`config.mk`:
```
export PLATFORM = sky130hd
export DESIGN_NAME = lsram_mem_arbiter
export DESIGN_NICKNAME = d
export VERILOG_FILES = /design/src/rtl/lsram_arb_pkg.sv /design/src/rtl/lsram_arb_rdtrack.sv /design/src/rtl/lsram_mem_arbiter.sv
export SDC_FILE = /design/constraint.sdc
export NUM_CORES = 1
export LEC_CHECK = 0
export BUFFER_PORTS_ARGS = -buffer_cell sky130_fd_sc_hd__buf_4
export CORE_AREA = 2 2 95 97
export CTS_BUF_LIST = sky130_fd_sc_hd__clkbuf_8
export DETAILED_ROUTE_END_ITERATION = 12
export DIE_AREA = 0 0 97 99
export GPL_ROUTABILITY_DRIVEN = 1
export PLACE_DENSITY = 0.58
export SLEW_MARGIN = 20
export SYNTH_ARGS = -nofsm -noshare
export SYNTH_HDL_FRONTEND = slang
export SYNTH_SLANG_ARGS = --single-unit
```
`constraint.sdc`:
```
create_clock -name HCLK -period 1.1 [get_ports HCLK]
set_input_delay 0.055 -clock HCLK [delete_from_list [all_inputs] [get_ports HCLK]]
set_output_delay 0.055 -clock HCLK [all_outputs]
set_load 0.03 [all_outputs]
```
`src/rtl/lsram_arb_pkg.sv`:
```
// lsram_arb_pkg: shared requester ids, init FSM states and read-latency range for lsram_mem_arbiter
package lsram_arb_pkg;
  typedef enum logic {REQ0 = 1'b0, REQ1 = 1'b1} req_id_t;
  typedef enum logic {INIT = 1'b0, RUN = 1'b1} arb_state_t;
  localparam int RD_LAT_MIN = 1;
  localparam int RD_LAT_MAX = 2;
  function automatic bit rd_lat_ok(input int lat);
    return lat >= RD_LAT_MIN && lat <= RD_LAT_MAX;
  endfunction
endpackage

```
`src/rtl/lsram_arb_rdtrack.sv`:
```
// lsram_arb_rdtrack: RD_LATENCY-deep {valid,id} pipeline tracking read ownership; ports HCLK/HRESETN, push/push_id in, pop/pop_id out
module lsram_arb_rdtrack
  import lsram_arb_pkg::*;
#(
  parameter int RD_LATENCY = 1
) (
  input  logic    HCLK,
  input  logic    HRESETN,
  input  logic    push,
  input  req_id_t push_id,
  output logic    pop,
  output req_id_t pop_id
);
  logic [RD_LATENCY-1:0] vld;
  req_id_t               id [RD_LATENCY];
  always_ff @(posedge HCLK or negedge HRESETN)
    if (!HRESETN) begin
      vld <= '0;
      for (int i = 0; i < RD_LATENCY; i++) id[i] <= REQ0;
    end else begin
      vld[0] <= push;
      id[0]  <= push_id;
      for (int i = 1; i < RD_LATENCY; i++) begin
        vld[i] <= vld[i-1];
        id[i]  <= id[i-1];
      end
    end
  assign pop    = vld[RD_LATENCY-1];
  assign pop_id = id[RD_LATENCY-1];
endmodule

```
`src/rtl/lsram_mem_arbiter.sv`:
```
// lsram_mem_arbiter: 2-requester round-robin SRAM arbiter with read return routing; req0/req1 ren/wen/addr/byteen/wdata in, gnt/rvalid/rdata out, mem_* SRAM port, init_done; optional zero-fill on LSRAM_ARB_MEMINIT_EN
module lsram_mem_arbiter
  import lsram_arb_pkg::*;
#(
  parameter int MEM_AWIDTH = 9,
  parameter int MEM_DEPTH  = 512,
  parameter int RD_LATENCY = 1
) (
  input  logic                  HCLK,
  input  logic                  HRESETN,
  input  logic                  req0_ren,
  input  logic                  req0_wen,
  input  logic [MEM_AWIDTH-1:0] req0_addr,
  input  logic [3:0]            req0_byteen,
  input  logic [31:0]           req0_wdata,
  output logic                  req0_gnt,
  output logic                  req0_rvalid,
  output logic [31:0]           req0_rdata,
  input  logic                  req1_ren,
  input  logic                  req1_wen,
  input  logic [MEM_AWIDTH-1:0] req1_addr,
  input  logic [3:0]            req1_byteen,
  input  logic [31:0]           req1_wdata,
  output logic                  req1_gnt,
  output logic                  req1_rvalid,
  output logic [31:0]           req1_rdata,
  output logic                  mem_ren,
  output logic                  mem_wen,
  output logic [MEM_AWIDTH-1:0] mem_addr,
  output logic [3:0]            mem_byteen,
  output logic [31:0]           mem_wdata,
  input  logic [31:0]           mem_rdata,
  output logic                  init_done
);
  logic                  req0, req1, run, init_wr, rv;
  logic [MEM_AWIDTH-1:0] init_addr;
  req_id_t               last, rv_id;
  if (!rd_lat_ok(RD_LATENCY)) begin : g_bad_lat
    $error("RD_LATENCY out of range");
  end
  if (MEM_DEPTH > (1 << MEM_AWIDTH)) begin : g_bad_depth
    $error("MEM_DEPTH exceeds address space");
  end
`ifdef LSRAM_ARB_MEMINIT_EN
  arb_state_t            state, state_nxt;
  logic [MEM_AWIDTH-1:0] cnt, cnt_nxt;
  always_ff @(posedge HCLK or negedge HRESETN)
    if (!HRESETN) begin
      state <= INIT;
      cnt   <= '0;
    end else begin
      state <= state_nxt;
      cnt   <= cnt_nxt;
    end
  always_comb begin
    state_nxt = (state == INIT && cnt == MEM_AWIDTH'(MEM_DEPTH - 1)) ? RUN : state;
    cnt_nxt   = (state == INIT) ? cnt + 1'b1 : cnt;
  end
  assign init_done = state == RUN;
  assign init_wr   = HRESETN && state == INIT;
  assign init_addr = cnt;
`else
  assign init_done = 1'b1;
  assign init_wr   = 1'b0;
  assign init_addr = '0;
`endif
  assign req0 = req0_ren | req0_wen;
  assign req1 = req1_ren | req1_wen;
  // gating with HRESETN makes grants and the SRAM strobes drop the moment reset asserts
  assign run      = HRESETN & init_done;
  assign req0_gnt = run & req0 & (~req1 | last == REQ1);
  assign req1_gnt = run & req1 & ~req0_gnt;
  // a granted request with wen low must be a read, since ren|wen formed it
  assign mem_wen    = init_wr | (req0_gnt & req0_wen) | (req1_gnt & req1_wen);
  assign mem_ren    = (req0_gnt & ~req0_wen) | (req1_gnt & ~req1_wen);
  assign mem_addr   = req0_gnt ? req0_addr : req1_gnt ? req1_addr : init_addr;
  assign mem_byteen = req0_gnt ? req0_byteen : req1_gnt ? req1_byteen : init_wr ? 4'hF : 4'h0;
  assign mem_wdata  = req0_gnt ? req0_wdata : req1_gnt ? req1_wdata : 32'h0;
  // reset value REQ1 lets req0 win the first contention
  always_ff @(posedge HCLK or negedge HRESETN)
    if (!HRESETN) last <= REQ1;
    else if (req0_gnt) last <= REQ0;
    else if (req1_gnt) last <= REQ1;
  lsram_arb_rdtrack #(.RD_LATENCY(RD_LATENCY)) u_rdtrack (
    .HCLK   (HCLK),
    .HRESETN(HRESETN),
    .push   (mem_ren),
    .push_id(req1_gnt ? REQ1 : REQ0),
    .pop    (rv),
    .pop_id (rv_id)
  );
  assign req0_rvalid = rv & rv_id == REQ0;
  assign req1_rvalid = rv & rv_id == REQ1;
  assign req0_rdata  = req0_rvalid ? mem_rdata : 32'h0;
  assign req1_rdata  = req1_rvalid ? mem_rdata : 32'h0;
endmodule

```
==> metrics, run 1 <==
DP HPWL=between 6000 and 7000 um; 1st-iter DRT viols=24; Total GRT Usage=16.36%; vias in the first global route=2483; post-route clock period utilization=146.5%; vias per inst=4.583; Layout Area Growth over Synthesis=299.3%; clock network power share=9.7%; endpoints failing setup=118; Routed WL=9014 um; Final min period=1.612 ns; CP Cell Sequence=o21ai_1 > o211a_2 > buf_12 > a22o_2 > buf_6; CTS Buf Count=3; Root Driver=clkbuf_8; Crit-path slowest cell=dfstp_2; Antenna diodes=0; worst skew pair latency=0.22 ns; peak supply drop=409.1 uV; routed wire length per instance=17.47 um; pre-CTS setup slack=-0.3149 ns; Core Region=8551 um2; Clock Pin Slew Worst Setup and Hold Paths=around 0.03 ns; internal power=around 0.0019 W; Initial Util=13.29%; Combinational Power Share=a little under nine tenths; Mapped Nets=277; fin area=4537 um2; Setup WS post-layout=-0.5116 ns; vias=2365; fin nets=537; PortBufs=about 240; unrepaired setup endpoints after global routing=yes; Worst Setup SP=last$_DFFE_PN1P_; Cells after Synth=approximately 150; Layout Skew=0.002858 ns; Net Sw Power=between 0.001 and 0.0015 W; LEAKAGE=2.316 nW; run status=complete, but fails checks; Slew Viols, Final=0; # DRC=0; power per cell area=about 710 nW/um2; num ports=244; Max Fclk=roughly 0.62 GHz; worst hold slack=0.2290 ns; Die Wd=97 um; Syn Area/Cell=7.625 um2; flops & latches, synth=3; share of layout cells above drive strength 1=97.06%; Switching Share=42.21%; Hold Crit Start=req0_wen; clock buffer depth=2; most frequent cells in the layout=138 x buf_4, 116 x buf_6, 40 x a22o_4, 33 x and2_4, 32 x and3_4; Worst EP arrival=1.56 ns; CP Capture Type=output pin; Die ar.=9603 um2; reg2reg start=last$_DFFE_PN1P_; Placed Instance Area=3527 um2; first-pass GRT wire length=12920 um; gr ovfl total=0; critical path class=flip-flop to output pin; Synth Warn #=0; post-synthesis cell type count=25; Setup crit start kind=flip-flop; Hold Vio Cnt, Final=0; largest net degree at the start of global routing=40; failing checks=setup timing; max-cap violations=0; sequential fraction of the synthesis area=6.718%; Seq pwr share=4.4%; Detail Route Antenna Nets=0; Syn Std Cell Area=1136 um2; min-delay worst type=primary input to flip-flop; Data required, critical path=1.04 ns; peak per-stage delay on the critical path=0.53 ns; fin util=53.06%; worst-path maximum fanout=20; initial antenna violation count=0; clock sink count=3; routability congestion estimate=0.8778; CTS tree=done; Die H=just under 100 um; DRT Pass-1 Iters=3; CTS H-tree lvls=1; Core Rows=34; most common cell after layout, fill and taps aside=buf_4
-- metrics by stage --
step                cells  total power [W]  TNS, ns
floorplan             149         0.001478   -9.560
global placement      493         0.002345   -13.00
detailed placement    493         0.002363   -14.42
CTS                   511         0.003135   -39.79
global route          516         0.003372   -42.65
finish                516         0.003232   -38.35
-- worst max-delay path, delay by kind of cell (launching register included) --
kind / cells / cell delay [ns]
compound gates: 3 / 0.47
buf+inv: 2 / 0.32
flops: 1 / 0.53
-- state kept, by name (all words and copies together), names as in the netlist --
register	cells
last	1
u_rdtrack.pop	1
u_rdtrack.pop_id	1
-- power groups by stage --
stage          Combinational, W  Sequential [W]  Clock, W
2_1_floorplan           0.00133        0.000144         0
3_3_place_gp            0.00221        0.000137         0
3_5_place_dp            0.00222        0.000139         0
4_1_cts                 0.00267        0.000138  0.000324
5_1_grt                 0.00290        0.000142  0.000328
6_report                0.00278        0.000141  0.000314
-- final timing paths --
kind / to / slack (ns) / cells after the start
max: mem_addr[8] / -0.51 / 5
min: last$_DFFE_PN1P_ / 0.23 / 3
max reg2reg: last$_DFFE_PN1P_ / -0.18 / 5
min reg2reg: u_rdtrack.pop$_DFF_PN0_ / 0.93 / 4
max in group asynchronous: u_rdtrack.pop$_DFF_PN0_ / 0.61 / 3
min in group asynchronous: u_rdtrack.pop$_DFF_PN0_ / 0.38 / 3
-- timing repair --
item / in CTS / in global routing
gates cloned: 5 / 6
pin swaps: 25 / 45
endpoints found under the setup margin: 117 / 118
buffers inserted: 8 / 5
resized for setup: 153 / 31
hold buffers: 1 / 0
hold endpoints to repair: 3 / 0
-- cells by family after synthesis --
| family | after synthesis | share of synthesized area [%] |
|---|---|---|
| simple gates | 72 | 40.64 |
| compound gates | 54 | 40.31 |
| buf+inv | 19 | 12.00 |
| flops | 3 | 6.719 |
| other cells | 1 | 0.3301 |
-- synthesized netlist by cell type (all sizes together) --
master  number  share of area (%)
o21a         1               0.66
clkbuf       9                3.0
and2b        1               0.66
nor2         2                2.1
nand2        1               0.33
dfrtp        2                4.4
nand2b       1               0.55
o21ba        1               0.88
a21oi        2               0.88
dfstp        1                2.3
and2        33                 18
nor2b        1               0.55
nor3b        1               0.66
and3        32                 18
o21ai        3                1.7
a22o        45                 35
buf         10                9.0
conb         1               0.33
a21o         1               0.66
o211a        1               0.88
-- layer usage --
layer  track usage [%]  vias up  share of wire, %
met4             5.417        0               2.8
li1                  -     1081                 -
met1             17.13     1103                34
met2             31.46      165                54
met3             4.468       16               9.3
met5                 0        -                 0
-- final cells by class --
class / instances / area (um2)
well taps: 108 / 135.1
fillers: 754 / 4014
clock buffers: 3 / 41.29
flip-flops and latches: 3 / 77.57
multi-input cells: 127 / 1541
repair buffers: 274 / 2738
clock inverters: 1 / 3.754
Power figures use the tool's default switching activity.
==> run 2, diff against run 1 <==
Settings changed: ABC_CLOCK_PERIOD_IN_PS set to 1100, RECOVER_POWER set to 100.
==> run 2 against run 1 <==
  * The run still ends with setup timing left
  * Total power about the same
  * Sequential power hardly changed
  * Register-to-register slack is essentially flat
  * Final cell count stayed put
  * Final area barely moved
  * Clock-buffer cell count did not move
  * Die area unchanged
  * Via count is essentially flat
==> metrics, run 2 (synthesis results as in run 1) <==
endpoints failing setup=118 (unchanged); Die H=99 um (unchanged); Data required, critical path=1.04 ns (about the same); Core Region=8551 um2 (unchanged); fin nets=537 (unchanged); gr ovfl total=0 (unchanged); most common cell after layout, fill and taps aside=buf_4; worst skew pair latency=0.22 ns (about the same); clock sink count=3 (unchanged); Layout Area Growth over Synthesis=299.0% (about the same); Clock Pin Slew Worst Setup and Hold Paths=0.03 ns (about the same); Slew Viols, Final=0 (unchanged); Routed WL=9013 um (about the same); worst-path maximum fanout=20 (unchanged); first-pass GRT wire length=12920 um (unchanged); vias=2366 (+0.042%); DP Cell Count=493 (unchanged); peak supply drop=409.1 uV (about the same); Final min period=1.612 ns (unchanged); Setup crit start kind=flip-flop; Antenna diodes=0 (unchanged); most frequent cells in the layout=137 x buf_4, 116 x buf_6, 40 x a22o_4, 33 x and2_4, 32 x and3_4; unrepaired setup endpoints after global routing=yes; run status=complete, but fails checks; routed wire length per instance=17.47 um (about the same); CP Capture Type=output pin; Die ar.=9603 um2 (unchanged); post-route clock period utilization=146.5% (unchanged); critical path class=flip-flop to output pin; CTS tree=done; Layout Skew=0.002858 ns (unchanged); Final TNS setup=-38.35 ns (-0.0003000 ns); LEAKAGE=2.312 nW (-0.16%); Root Driver=clkbuf_8; largest net degree at the start of global routing=40 (unchanged); worst hold slack=0.2290 ns (unchanged); Worst EP arrival=1.56 ns (about the same); post-route insts no fill=516 (unchanged); Initial Util=13.29% (unchanged); Crit-path slowest cell=dfstp_2; failing checks=setup timing; Hold Vio Cnt, Final=0 (unchanged); 1st-iter DRT viols=24 (unchanged); routability congestion estimate=0.8778 (unchanged); power per cell area=712.6 nW/um2 (about the same); Placed Instance Area=3527 um2 (unchanged); max-cap violations=0 (unchanged); Die Wd=97 um (unchanged); Max Fclk=0.6205 GHz (unchanged); DRT Pass-1 Iters=3 (unchanged); Total GRT Usage=16.36% (unchanged); Core Rows=34 (unchanged); vias per inst=4.585 (about the same); # DRC=0 (unchanged); CTS H-tree lvls=1 (unchanged); share of layout cells above drive strength 1=96.81% (-0.25 points); clock buffer depth=2 (unchanged); PortBufs=242 (unchanged); CP Cell Sequence=o21ai_1 > o211a_2 > buf_12 > a22o_2 > buf_6; Detail Route Antenna Nets=0 (unchanged); vias in the first global route=2483 (unchanged); num ports=244 (unchanged); initial antenna violation count=0 (unchanged); fin area=4533 um2 (about the same); min-delay worst type=primary input to flip-flop; peak per-stage delay on the critical path=0.53 ns (about the same); Setup WS post-layout=-0.5116 ns (unchanged); DP HPWL=6094 um (unchanged); CTS Buf Count=3 (unchanged)
## run 2: changes by cell type in the layout (fill, tap and decap cells not counted)
cell	previous run	this run
clkbuf_1	0	1
buf_4	138	137
## run 2: area by class of cell
type | instances | area [um2]
clock buffers | 3 | 41.29
flip-flops and latches | 3 | 77.57
multi-input cells | 127 | 1541
clock inverters | 1 | 3.754
fillers | 756 | 4018
well taps | 108 | 135.1
repair buffers | 274 | 2734
## run 2: stage by stage
| step | util, % | total power, W | setup slack [ns] |
|---|---|---|---|
| floorplan | - | 0.001478 | -0.2218 |
| global placement | 41.25 | 0.002345 | -0.2941 |
| detailed placement | 41.25 | 0.002363 | -0.3149 |
| CTS | 51.00 | 0.003135 | -0.5222 |
| global route | 53.01 | 0.003370 | -0.5602 |
| finish | 53.01 | 0.003230 | -0.5116 |
## run 2: final timing paths
path | startpoint | to | slack (ns) | cells past startpoint
min | req0_wen | last$_DFFE_PN1P_ | 0.23 | 3
min reg2reg | last$_DFFE_PN1P_ | u_rdtrack.pop$_DFF_PN0_ | 0.93 | 4
max reg2reg | last$_DFFE_PN1P_ | last$_DFFE_PN1P_ | -0.18 | 5
max | last$_DFFE_PN1P_ | mem_addr[8] | -0.51 | 5
min in group asynchronous | HRESETN | u_rdtrack.pop$_DFF_PN0_ | 0.39 | 3
max in group asynchronous | HRESETN | u_rdtrack.pop$_DFF_PN0_ | 0.53 | 3
## run 2: critical path, delay by kind of cell (launching register included)
family                 cells  cell delay (ns)
buffers and inverters      2             0.32
flip-flops                 1             0.53
AO/OA/AOI/OAI              3             0.47
## run 2: power breakdown
part	internal [W]	switching, W
clock	0.000238	0.0000759
sequential	0.000129	0.0000121
combinational	0.00150	0.00128
## run 2: what timing repair did
item                                    in CTS  in global routing
hold buffers                                 1                  0
endpoints found under the setup margin     117                118
cloned                                       5                  6
buffers inserted                             8                  5
hold endpoints to repair                     3                  0
resized for setup                          153                 31
pin swaps                                   25                 45
## run 2: routing by layer
metal / wire length, um / track usage (%) / part of all wire [%] / vias to the layer above
met4: 250 / 5.417 / 2.8 / 0
met1: 3020 / 17.13 / 34 / 1104
met5: 0 / 0 / 0 / -
met3: 836 / 4.468 / 9.3 / 16
li1: - / - / - / 1081
met2: 4905 / 31.46 / 54 / 165
